<file path="src/rtl/fetch_pkg.sv">
// fetch_pkg: shared types and default constants for the instruction fetch unit.
//   state_t       fetch FSM state (FETCH, WAIT, DRAIN, HOLD)
//   XLEN_DEF      default address/data width
//   RESET_PC_DEF  default PC after reset
//   PC_INC_DEF    default sequential PC step
package fetch_pkg;

    localparam int          XLEN_DEF     = 32;
    localparam logic [31:0] RESET_PC_DEF = 32'h0000_0000;
    localparam logic [31:0] PC_INC_DEF   = 32'd4;

    typedef enum logic [1:0] {
        FETCH = 2'd0,   // request outstanding on imem_req_valid
        WAIT  = 2'd1,   // request accepted, awaiting response
        DRAIN = 2'd2,   // swallow one response belonging to a stale path
        HOLD  = 2'd3    // instruction presented to decode
    } state_t;

endpackage

</file>
<file path="src/rtl/fetch_unit.sv">
// fetch_unit: owns the PC, issues one imem request per PC, and hands
// {pc, instr} to decode over valid/ready. Redirects may arrive in any state;
// responses for a stale path are discarded. At most one request outstanding.
//
// Ports:
//   clock, reset_n                 rising-edge clock, synchronous active-low reset
//   redirect_valid, redirect_pc    load a new fetch PC (priority over pc+step)
//   imem_req_valid/ready/addr      request channel (addr = current PC)
//   imem_rsp_valid/data            response channel, one beat per accepted request
//   out_valid/ready                handshake to decode
//   out_pc, out_instr, out_fault   delivered instruction and misalignment flag
//
// Build option FETCH_MISALIGN_TRAP_EN: a redirect to a target with nonzero
// low bits fetches nothing and instead delivers a faulting slot (out_fault=1,
// out_pc=target, out_instr=0). Without it the target's low two bits are
// cleared on load and out_fault stays 0.
module fetch_unit
    import fetch_pkg::*;
#(
    parameter int              XLEN         = XLEN_DEF,
    parameter logic [XLEN-1:0] RESET_PC     = XLEN'(RESET_PC_DEF),
    parameter logic [XLEN-1:0] PC_INCREMENT = XLEN'(PC_INC_DEF)
) (
    input  logic            clock,
    input  logic            reset_n,
    input  logic            redirect_valid,
    input  logic [XLEN-1:0] redirect_pc,
    output logic            imem_req_valid,
    input  logic            imem_req_ready,
    output logic [XLEN-1:0] imem_req_addr,
    input  logic            imem_rsp_valid,
    input  logic [XLEN-1:0] imem_rsp_data,
    output logic            out_valid,
    input  logic            out_ready,
    output logic [XLEN-1:0] out_pc,
    output logic [XLEN-1:0] out_instr,
    output logic            out_fault
);

`ifdef FETCH_MISALIGN_TRAP_EN
    localparam bit TRAP_EN = 1'b1;
`else
    localparam bit TRAP_EN = 1'b0;
`endif

    state_t          state_q, state_d;
    logic [XLEN-1:0] pc_q, pc_d;
    logic [XLEN-1:0] out_pc_q, out_pc_d;
    logic [XLEN-1:0] out_instr_q, out_instr_d;
    logic            out_fault_q, out_fault_d;
    logic            fault_pend_q, fault_pend_d;
    logic            run_q;
    logic            req_fire;
    logic            redir_bad;
    logic [XLEN-1:0] redir_tgt;

    assign redir_bad = |redirect_pc[1:0];
    assign redir_tgt = TRAP_EN ? redirect_pc : (redirect_pc & ~XLEN'(3));

    // run_q keeps the request low for the whole reset window, including the
    // cycle in which reset_n is first seen high, without a comb input path.
    // A pending misalignment fault also suppresses the request.
    assign imem_req_valid = (state_q == FETCH) && run_q && !fault_pend_q;
    assign imem_req_addr  = pc_q;
    assign out_valid      = (state_q == HOLD);
    assign out_pc         = out_pc_q;
    assign out_instr      = out_instr_q;
    assign out_fault      = out_fault_q;

    assign req_fire = imem_req_valid && imem_req_ready;

    always_comb begin
        state_d      = state_q;
        pc_d         = pc_q;
        out_pc_d     = out_pc_q;
        out_instr_d  = out_instr_q;
        out_fault_d  = out_fault_q;
        fault_pend_d = fault_pend_q;

        case (state_q)
            FETCH: begin
                // A misaligned redirect is latched as fault_pend so that any
                // stale response is drained first; the fault slot is then
                // produced here instead of a memory request.
                if (fault_pend_q) begin
                    state_d      = HOLD;
                    out_pc_d     = pc_q;
                    out_instr_d  = '0;
                    out_fault_d  = 1'b1;
                    fault_pend_d = 1'b0;
                end else if (req_fire) begin
                    state_d = WAIT;
                end
            end
            WAIT: begin
                if (imem_rsp_valid) begin
                    state_d     = HOLD;
                    out_pc_d    = pc_q;
                    out_instr_d = imem_rsp_data;
                    out_fault_d = 1'b0;
                end
            end
            HOLD: begin
                if (out_ready) begin
                    state_d = FETCH;
                    pc_d    = pc_q + PC_INCREMENT;
                end
            end
            DRAIN: begin
                if (imem_rsp_valid) state_d = FETCH;
            end
            default: state_d = FETCH;
        endcase

        // Redirect overrides the sequential path. Output registers are left
        // untouched so a dropped response never reaches out_instr.
        if (redirect_valid) begin
            pc_d         = redir_tgt;
            fault_pend_d = TRAP_EN && redir_bad;
            out_pc_d     = out_pc_q;
            out_instr_d  = out_instr_q;
            out_fault_d  = out_fault_q;
            case (state_q)
                FETCH:   state_d = req_fire ? DRAIN : FETCH;
                WAIT:    state_d = imem_rsp_valid ? FETCH : DRAIN;
                HOLD:    state_d = FETCH;
                DRAIN:   state_d = imem_rsp_valid ? FETCH : DRAIN;
                default: state_d = FETCH;
            endcase
        end
    end

    always_ff @(posedge clock) begin
        if (!reset_n) begin
            state_q      <= FETCH;
            pc_q         <= RESET_PC;
            out_pc_q     <= '0;
            out_instr_q  <= '0;
            out_fault_q  <= 1'b0;
            fault_pend_q <= 1'b0;
            run_q        <= 1'b0;
        end else begin
            state_q      <= state_d;
            pc_q         <= pc_d;
            out_pc_q     <= out_pc_d;
            out_instr_q  <= out_instr_d;
            out_fault_q  <= out_fault_d;
            fault_pend_q <= fault_pend_d;
            run_q        <= 1'b1;
        end
    end

endmodule

</file>
<file path="config.mk">
export PLATFORM = sky130hd
export DESIGN_NAME = fetch_unit
export DESIGN_NICKNAME = d
export VERILOG_FILES = /design/src/rtl/fetch_pkg.sv /design/src/rtl/fetch_unit.sv
export SDC_FILE = /design/constraint.sdc
export NUM_CORES = 1
export LEC_CHECK = 0
export CORE_UTILIZATION = 35
export DETAILED_ROUTE_END_ITERATION = 10
export GPL_ROUTABILITY_DRIVEN = 0
export PLACE_DENSITY = 0.68
export SETUP_SLACK_MARGIN = 0.4
export SLEW_MARGIN = 20
export SYNTH_ARGS = -nofsm -noshare
export SYNTH_HDL_FRONTEND = slang
export SYNTH_SLANG_ARGS = --single-unit
</file>
<file path="constraint.sdc">
create_clock -name clock -period 2.45 [get_ports clock]
set_input_delay 0.6125 -clock clock [delete_from_list [all_inputs] [get_ports clock]]
set_output_delay 0.6125 -clock clock [all_outputs]
set_load 0.01 [all_outputs]
</file>
==> results of run 1 <==
state kept, by name, indices dropped and copies added (netlist names):
register       count
out_instr         32
imem_req_addr     30
out_pc            30
state_q            2
run_q              1
metrics by stage:
stage                     total power, mW  utilization [%]  area, µm²
final                                3.45             55.3       6280
after global routing                 3.60             55.3       6280
after CTS                            3.48             54.9       6240
after detailed placement             2.06             52.2       5930
after global placement               2.05             52.2       5930
after floorplan                      1.81                -       4090
routing by layer:
layer  share of wire [%]  routed length (µm)  GRT usage, %  vias to the layer above
met2                  48                6060          34.5                      125
met3                 5.7                 716          4.39                       12
met1                  44                5560          26.6                     1992
met5                   0                   0             0                        -
met4                 1.5                 184          6.48                        0
li1                    -                   -             -                     2113
power by group:
| group | internal [mW] | switching [mW] | total [mW] |
|---|---|---|---|
| logic | 0.225 | 0.165 | 0.391 |
| registers | 1.59 | 0.0571 | 1.64 |
| clock network | 0.793 | 0.626 | 1.42 |
kinds of logic (layout without fill, tap and decap cells):
group | count (synthesis) | after routing | share of synthesized area, %
XOR/XNOR | 12 | 12 | 2.58
flip-flops | 95 | 95 | 46.7
adder cells (fa/ha/maj) | 6 | 6 | 1.84
AND/OR/NAND/NOR | 216 | 216 | 24.8
buffers and inverters | 47 | 211 | 5.01
multiplexers | 2 | 2 | 0.491
AO/OA/AOI/OAI | 134 | 134 | 18.6
other | 1 | 5 | 0.0920
layout by cell type, fill, tap and decap left out, types with 7 or more instances in the layout:
| cell type | n |
|---|---|
| a21oi_1 | 71 |
| a31oi_1 | 13 |
| buf_4 | 27 |
| clkbuf_16 | 9 |
| clkdlybuf4s50_1 | 158 |
| dfxtp_1 | 80 |
| dfxtp_2 | 14 |
| nand2_1 | 135 |
| nand3_1 | 10 |
| nand4_1 | 18 |
| nor2_1 | 10 |
| o21ai_0 | 28 |
| o31ai_1 | 7 |
| or4_1 | 7 |
| xor2_1 | 7 |
how the worst max path moves through the flow:
stage	cells past startpoint	to	from	slack, ns
finish	2	imem_req_addr[4]	imem_req_addr[4]	0.45
global route	4	imem_req_valid	state_q[0]	0.36
CTS	4	imem_req_valid	state_q[0]	0.31
detailed placement	5	imem_req_addr[23]	out_ready	-0.11
global placement	5	imem_req_addr[23]	out_ready	-0.03
floorplan	6	imem_req_addr[25]	state_q[0]	0.41
critical path, stage by stage, from the launching register on:
cell and delay, ns:
dfxtp_1 0.35, buf_4 0.15, clkdlybuf4s50_1 0.55
Yosys cell counts, types with 3 or more instances:
cell      number
or3_1          6
a211oi_1       6
a21oi_1       71
and3_1         5
nand4_1       18
dfxtp_1       95
inv_1          4
o31ai_1        7
a31oi_1       13
and2_1         4
xnor2_1        5
xor2_1         7
clkbuf_1      34
o21ai_0       28
nor3_1         3
nor2_1        10
nor4_1         6
and4_1         5
buf_4          5
nand2_1      135
nand3_1       10
ha_1           6
or4_1          8
final cells by class:
cell class | count | share of cell area, %
clock buffer | 9 | 3.58
clock inverter | 6 | 1.11
inverter | 6 | 0.358
multi-input combinational | 375 | 32.0
sequential | 95 | 30.6
tap | 143 | 2.85
timing repair buffer | 190 | 29.5
timing repair:
action | 4_1_cts | 5_1_grt
setup endpoints to repair | 12 | 15
hold buffers | 0 | 0
pin swaps | 0 | 1
gates resized for setup | 9 | 17
setup buffers | 0 | 1
==> out/qor.json, run 1 <==
{
  "status": {
    "status": "complete, no violations"
  },
  "floorplan": {
    "core_area_um2": 11400,
    "effective_utilization_at_floorplan_pct": 35.8,
    "fp.dieH_um": 110,
    "die_w_um": 110,
    "ios": 169,
    "fp.dieArea_um2": 12100,
    "floorplan.rows": 39
  },
  "yosys": {
    "synthesis.area_per_instance_um2": 7.94,
    "yosys_warnings": 0,
    "seq_area_frac_synth_pct": 46.7,
    "synth_area_leaders": "dfxtp_1, nand2_1, a21oi_1, o21ai_0, clkbuf_1",
    "ys.flop_type": "dfxtp_1",
    "synth_edf_count": 0,
    "asyncSetResetFlopFracSynth_pct": 0,
    "synth.distinct_cells": 42,
    "post_synth_inst_count": 513,
    "syn_area_um2": 4070,
    "synth_seq_cells": 95,
    "synth_top_area_share_pct": 46.7,
    "synth_top_area_cell": "dfxtp_1"
  },
  "clocking": {
    "clkSinkCount": 95,
    "max-clock-path-buffers": 2,
    "cts.htree.levels": 3,
    "cts_tree": "yes",
    "tritoncts.num_buffers": 9,
    "clkLatencyLatePin_ns": 0.34,
    "clk_pin_slew_worst_setup_hold_paths_ns": 0.07,
    "clk_root_buffer_cell": "clkbuf_16"
  },
  "place": {
    "post-dp-hpwl_um": 9050,
    "placed_cells": 808,
    "placement.io_buffers": 161,
    "dpl_worst_slack_ns": -0.105
  },
  "worst_setup_path": {
    "data_required_time_at_the_worst_endpoint_ns": 1.84,
    "crit_fanout": 6,
    "crit_arrival_ns": 1.39,
    "start_kind": "register",
    "r2r_start": "imem_req_addr[6]",
    "worst_r2r_endpoint": "imem_req_addr[23]",
    "rrSetupSlack_ns": 0.49,
    "worstRegToRegCells": 4,
    "critical_path_class": "register to primary output",
    "setup.worst_path.end_class": "primary output"
  },
  "layout": {
    "final_net_count": 753,
    "fillers": 1064,
    "area.sequential_um2": 1920,
    "syn2layout_area_growth_pct": 54.3,
    "post_route_cells_drive_above_1_share_pct": 10.1,
    "multiInputGateArea_um2": 2010,
    "insertedDiodeCount": 0,
    "instances_no_fill": 824
  },
  "sta": {
    "fin_skew_ns": 0.00613,
    "setup-tns-final_ns": 0,
    "normalized_max_slew_margin_pct": 59.6,
    "max_slew.worst_pin.slew_ns": 0.601,
    "timing.final.max_slew_violations": 0,
    "fmaxAchievable_ghz": 0.500,
    "hold_viol_final": 0,
    "final_period_minus_worst_setup_slack_ns": 2.00,
    "finalCritPeriodShare_pct": 81.7,
    "fin_worst_hold_slack_ns": 0.454,
    "layout_setup_ws_ns": 0.448,
    "unrepaired_setup_endpoints_after_global_routing": "true",
    "finalSetupViolations": 0
  },
  "power_and_ir_drop": {
    "ir_worst_vdd_mv": 0.275,
    "cellPowerDensity_nw_per_um2": 550,
    "power_leakage_nw": 2.10
  },
  "detailed_routing": {
    "routed-via-count": 4242,
    "drt_iter0_markers": 251,
    "route.antenna.remaining_nets": 0,
    "avgViaCountPerCell": 5.15,
    "routedWlPerCell_um": 15.2,
    "route.detailed.drc": 0,
    "drt-pass1-iter-count": 4,
    "totalWireLength_um": 12500
  },
  "global_routing": {
    "global_route.overflow_total": 0,
    "via_count_of_the_first_global_routing_pass": 3975,
    "global_route.usage.total_pct": 20.7,
    "antenna_found_initial": 0,
    "grt_first_pass_wirelength_um": 19500,
    "largest_net_degree_at_the_start_of_global_routing": 37
  },
  "min_path": {
    "endpoint_worst_hold": "out_instr[24]",
    "min-delay-start": "out_instr[24]",
    "hold_depth": 2,
    "holdCritPathClass": "register to register"
  },
  "job": {
    "cap_violations": 0
  }
}
(Power assumes the default switching activity.)
==> run 2: changes to the inputs <==
--- a/config.mk
+++ b/config.mk
@@ -8,7 +8,7 @@
 export CORE_UTILIZATION = 35
 export DETAILED_ROUTE_END_ITERATION = 10
 export GPL_ROUTABILITY_DRIVEN = 0
-export PLACE_DENSITY = 0.68
+export PLACE_DENSITY = 0.7
 export SETUP_SLACK_MARGIN = 0.4
 export SLEW_MARGIN = 20
 export SYNTH_ARGS = -nofsm -noshare
==> constraint.sdc (replaced) <==
create_clock -name clock -period 1.7 [get_ports clock]
set_input_delay 0.425 -clock clock [delete_from_list [all_inputs] [get_ports clock]]
set_output_delay 0.425 -clock clock [all_outputs]
set_load 0.01 [all_outputs]
==> run 2 against run 1 <==
  * The run now ends with setup timing left
  * Power grew 50%
  * Register-to-register slack worse by 0.59 ns
  * Die area stayed put
  * Critical endpoint is now imem_req_addr[23]
==> out/qor.json, run 2 (synthesis results as in run 1) <==
{
  "status": {
    "status": "finished with violations",
    "violations": "setup timing"
  },
  "worst_setup_path": {
    "data_required_time_at_the_worst_endpoint": {"value": 1.95, "unit": "ns", "change": "+0.11 ns"},
    "crit_arrival": {"value": 2.05, "unit": "ns", "change": "+0.66 ns"},
    "critical_path_class": "register to register",
    "crit_path_start": "state_q[1]",
    "crit_fanout": {"value": 6, "change": "unchanged"},
    "critical_path_cell_by_cell": "ha_4, nand4_1, or4_4, or4_1, a31oi_1",
    "critical_path.slowest_cell": "or4_4",
    "start_kind": "register",
    "critical-path-max-stage-delay": {"value": 0.48, "unit": "ns", "change": "-0.07 ns"},
    "setup.worst_path.end_class": "register",
    "r2r_start": "state_q[1]"
  },
  "clocking": {
    "clk_root_buffer_cell": "clkbuf_16",
    "cts_tree": "yes",
    "max-clock-path-buffers": {"value": 2, "change": "unchanged"},
    "cts.htree.levels": {"value": 3, "change": "unchanged"},
    "tritoncts.num_buffers": {"value": 9, "change": "unchanged"},
    "clk_pin_slew_worst_setup_hold_paths": {"value": 0.07, "unit": "ns", "change": "about the same"},
    "clkLatencyLatePin": {"value": 0.34, "unit": "ns", "change": "about the same"},
    "cts.hold.buffers_added": {"value": 0, "change": "unchanged"},
    "clkSinkCount": {"value": 95, "change": "unchanged"}
  },
  "global_routing": {
    "antenna_found_initial": {"value": 0, "change": "unchanged"},
    "global_route.overflow_total": {"value": 0, "change": "unchanged"},
    "grt_first_pass_wirelength": {"value": 23600, "unit": "µm", "change": "+21%"},
    "largest_net_degree_at_the_start_of_global_routing": {"value": 32, "change": "-14%"},
    "global_route.usage.total": {"value": 25.6, "unit": "%", "change": "+4.9 points"},
    "via_count_of_the_first_global_routing_pass": {"value": 4675, "change": "+18%"}
  },
  "layout": {
    "layout.cells.most_common_list": "nand2_1, buf_6, buf_2",
    "finalInstanceArea": {"value": 7500, "unit": "µm²", "change": "+19%"},
    "final_net_count": {"value": 843, "change": "+12%"},
    "final_common_cell": "nand2_1",
    "insertedDiodeCount": {"value": 0, "change": "unchanged"},
    "syn2layout_area_growth_pct": 84.0,
    "largest_register_ffs": {"value": 32, "change": "unchanged"},
    "post_route_cells_drive_above_1_share": {"value": 44.5, "unit": "%", "change": "+34 points"}
  },
  "job": {
    "cap_violations": {"value": 0, "change": "unchanged"}
  },
  "floorplan": {
    "floorplan.rows": {"value": 39, "change": "unchanged"},
    "core_area": {"value": 11400, "unit": "µm²", "change": "unchanged"},
    "die_w": {"value": 110, "unit": "µm", "change": "unchanged"},
    "fp.dieArea": {"value": 12100, "unit": "µm²", "change": "unchanged"},
    "ios": {"value": 169, "change": "unchanged"},
    "effective_utilization_at_floorplan": {"value": 35.8, "unit": "%", "change": "unchanged"},
    "fp.dieH": {"value": 110, "unit": "µm", "change": "unchanged"}
  },
  "power_and_ir_drop": {
    "power.net_switching": {"value": 1.29, "unit": "mW", "change": "+52%"},
    "p_int": {"value": 3.90, "unit": "mW", "change": "+50%"},
    "power_leakage": {"value": 3.00, "unit": "nW", "change": "+43%"},
    "ir_worst_vdd": {"value": 0.492, "unit": "mV", "change": "+79%"},
    "netSwitchingFraction": {"value": 24.8, "unit": "%", "change": "+0.23 points"},
    "combPwrFrac": {"value": 16.7, "unit": "%", "change": "+5.4 points"},
    "p_clk_share": {"value": 38.1, "unit": "%", "change": "-3.0 points"},
    "cellPowerDensity": {"value": 692, "unit": "nW/µm²", "change": "+26%"},
    "share_seq_of_total_power": {"value": 45.2, "unit": "%", "change": "-2.4 points"}
  },
  "detailed_routing": {
    "avgViaCountPerCell": {"value": 5.32, "change": "+3.4%"},
    "route.antenna.remaining_nets": {"value": 0, "change": "unchanged"},
    "route.detailed.drc": {"value": 0, "change": "unchanged"},
    "routed-via-count": {"value": 4867, "change": "+15%"},
    "drt_iter0_markers": {"value": 375, "change": "+49%"},
    "drt-pass1-iter-count": {"value": 5, "change": "+1"},
    "routedWlPerCell": {"value": 17.6, "unit": "µm", "change": "+16%"},
    "totalWireLength": {"value": 16100, "unit": "µm", "change": "+28%"}
  },
  "min_path": {
    "holdCritPathClass": "register to register",
    "min-delay-start": "out_instr[6]"
  },
  "place": {
    "dpl_worst_slack": {"value": -0.614, "unit": "ns", "change": "-0.509 ns"},
    "placement.io_buffers": {"value": 161, "change": "unchanged"},
    "post-dp-hpwl": {"value": 9820, "unit": "µm", "change": "+8.5%"},
    "dpl-instance-area": {"value": 6420, "unit": "µm²", "change": "+8.2%"}
  },
  "sta": {
    "fin_skew": {"value": 0.00571, "unit": "ns", "change": "-0.000420 ns"},
    "timing.final.max_slew_violations": {"value": 0, "change": "unchanged"},
    "finalCritPeriodShare_pct": 106,
    "layout_setup_ws": {"value": -0.0997, "unit": "ns", "change": "-0.548 ns"},
    "hold_viol_final": {"value": 0, "change": "unchanged"},
    "setup-tns-final": {"value": -0.968, "unit": "ns", "change": "-0.968 ns"},
    "fin_worst_hold_slack": {"value": 0.451, "unit": "ns", "change": "-0.00316 ns"},
    "final_period_minus_worst_setup_slack_ns": 1.80,
    "unrepaired_setup_endpoints_after_global_routing": "true",
    "finalSetupViolations": {"value": 46, "change": "+46"},
    "fmaxAchievable_ghz": 0.556
  }
}
## run 2: cell count changes in the layout (fill, tap and decap cells not counted), moves of 5 or more
cell	change
nand3_2	+5
dfxtp_4	+12
nand3_1	-6
o21ai_0	-5
dfxtp_2	+19
a21oi_1	-26
buf_2	+66
buf_16	+7
clkdlybuf4s50_1	-93
buf_12	+8
a21oi_2	+26
buf_6	+71
dfxtp_1	-31
buf_4	+27
## run 2: final cells by class
cell class                 instances  area (µm²)
clock buffer                      11         264
clock inverter                     4        27.5
fill                             896        3870
inverter                           6        30.0
multi-input combinational        376        2330
sequential                        95        1990
tap                              143         179
timing repair buffer             279        2670
## run 2: metal layers
layer / GRT usage, % / vias up / routed length (µm)
li1: - / 2311 / -
met2: 44.5 / 186 / 7890
met3: 4.09 / 43 / 1050
met1: 31.6 / 2327 / 6650
met5: 0 / - / 0
met4: 9.90 / 0 / 464
## run 2: metrics by stage
| stage | utilization [%] | cells | total power [mW] |
|---|---|---|---|
| floorplan | - | 517 | 2.64 |
| global placement | 56.5 | 850 | 3.08 |
| detailed placement | 56.5 | 850 | 3.09 |
| CTS | 62.0 | 891 | 5.14 |
| global route | 65.9 | 914 | 5.36 |
| finish | 65.9 | 914 | 5.19 |
## run 2: power by group through the flow
stage          registers [mW]  logic (mW)  clock network [mW]
2_1_floorplan            2.43       0.208                   0
3_3_place_gp             2.38       0.699                   0
3_5_place_dp             2.38       0.709                   0
4_1_cts                  2.34       0.787                2.01
5_1_grt                  2.35       0.924                2.09
6_report                 2.34       0.868                1.98
## run 2: repair_timing
action	in CTS	in global routing
pin swaps	34	14
cloned	8	2
setup endpoints to repair	188	126
endpoints found under the hold margin	0	0
gates resized for setup	498	59
buffers inserted	18	21
## run 2: worst max-delay path: cells and delay by family, from the launching register on
family	cells	cell delay (ns)
AND/OR/NAND/NOR	3	1.02
AO/OA/AOI/OAI	1	0.19
flip-flops	1	0.36
adder cells (fa/ha/maj)	1	0.15
## run 2: final timing paths
path | endpoint | slack (ns) | cells past startpoint
hold reg to reg | out_instr[6] | 0.45 | 2
setup / recovery | imem_req_addr[23] | -0.1 | 5
setup reg to reg | imem_req_addr[23] | -0.1 | 5
hold / removal | out_instr[6] | 0.45 | 2
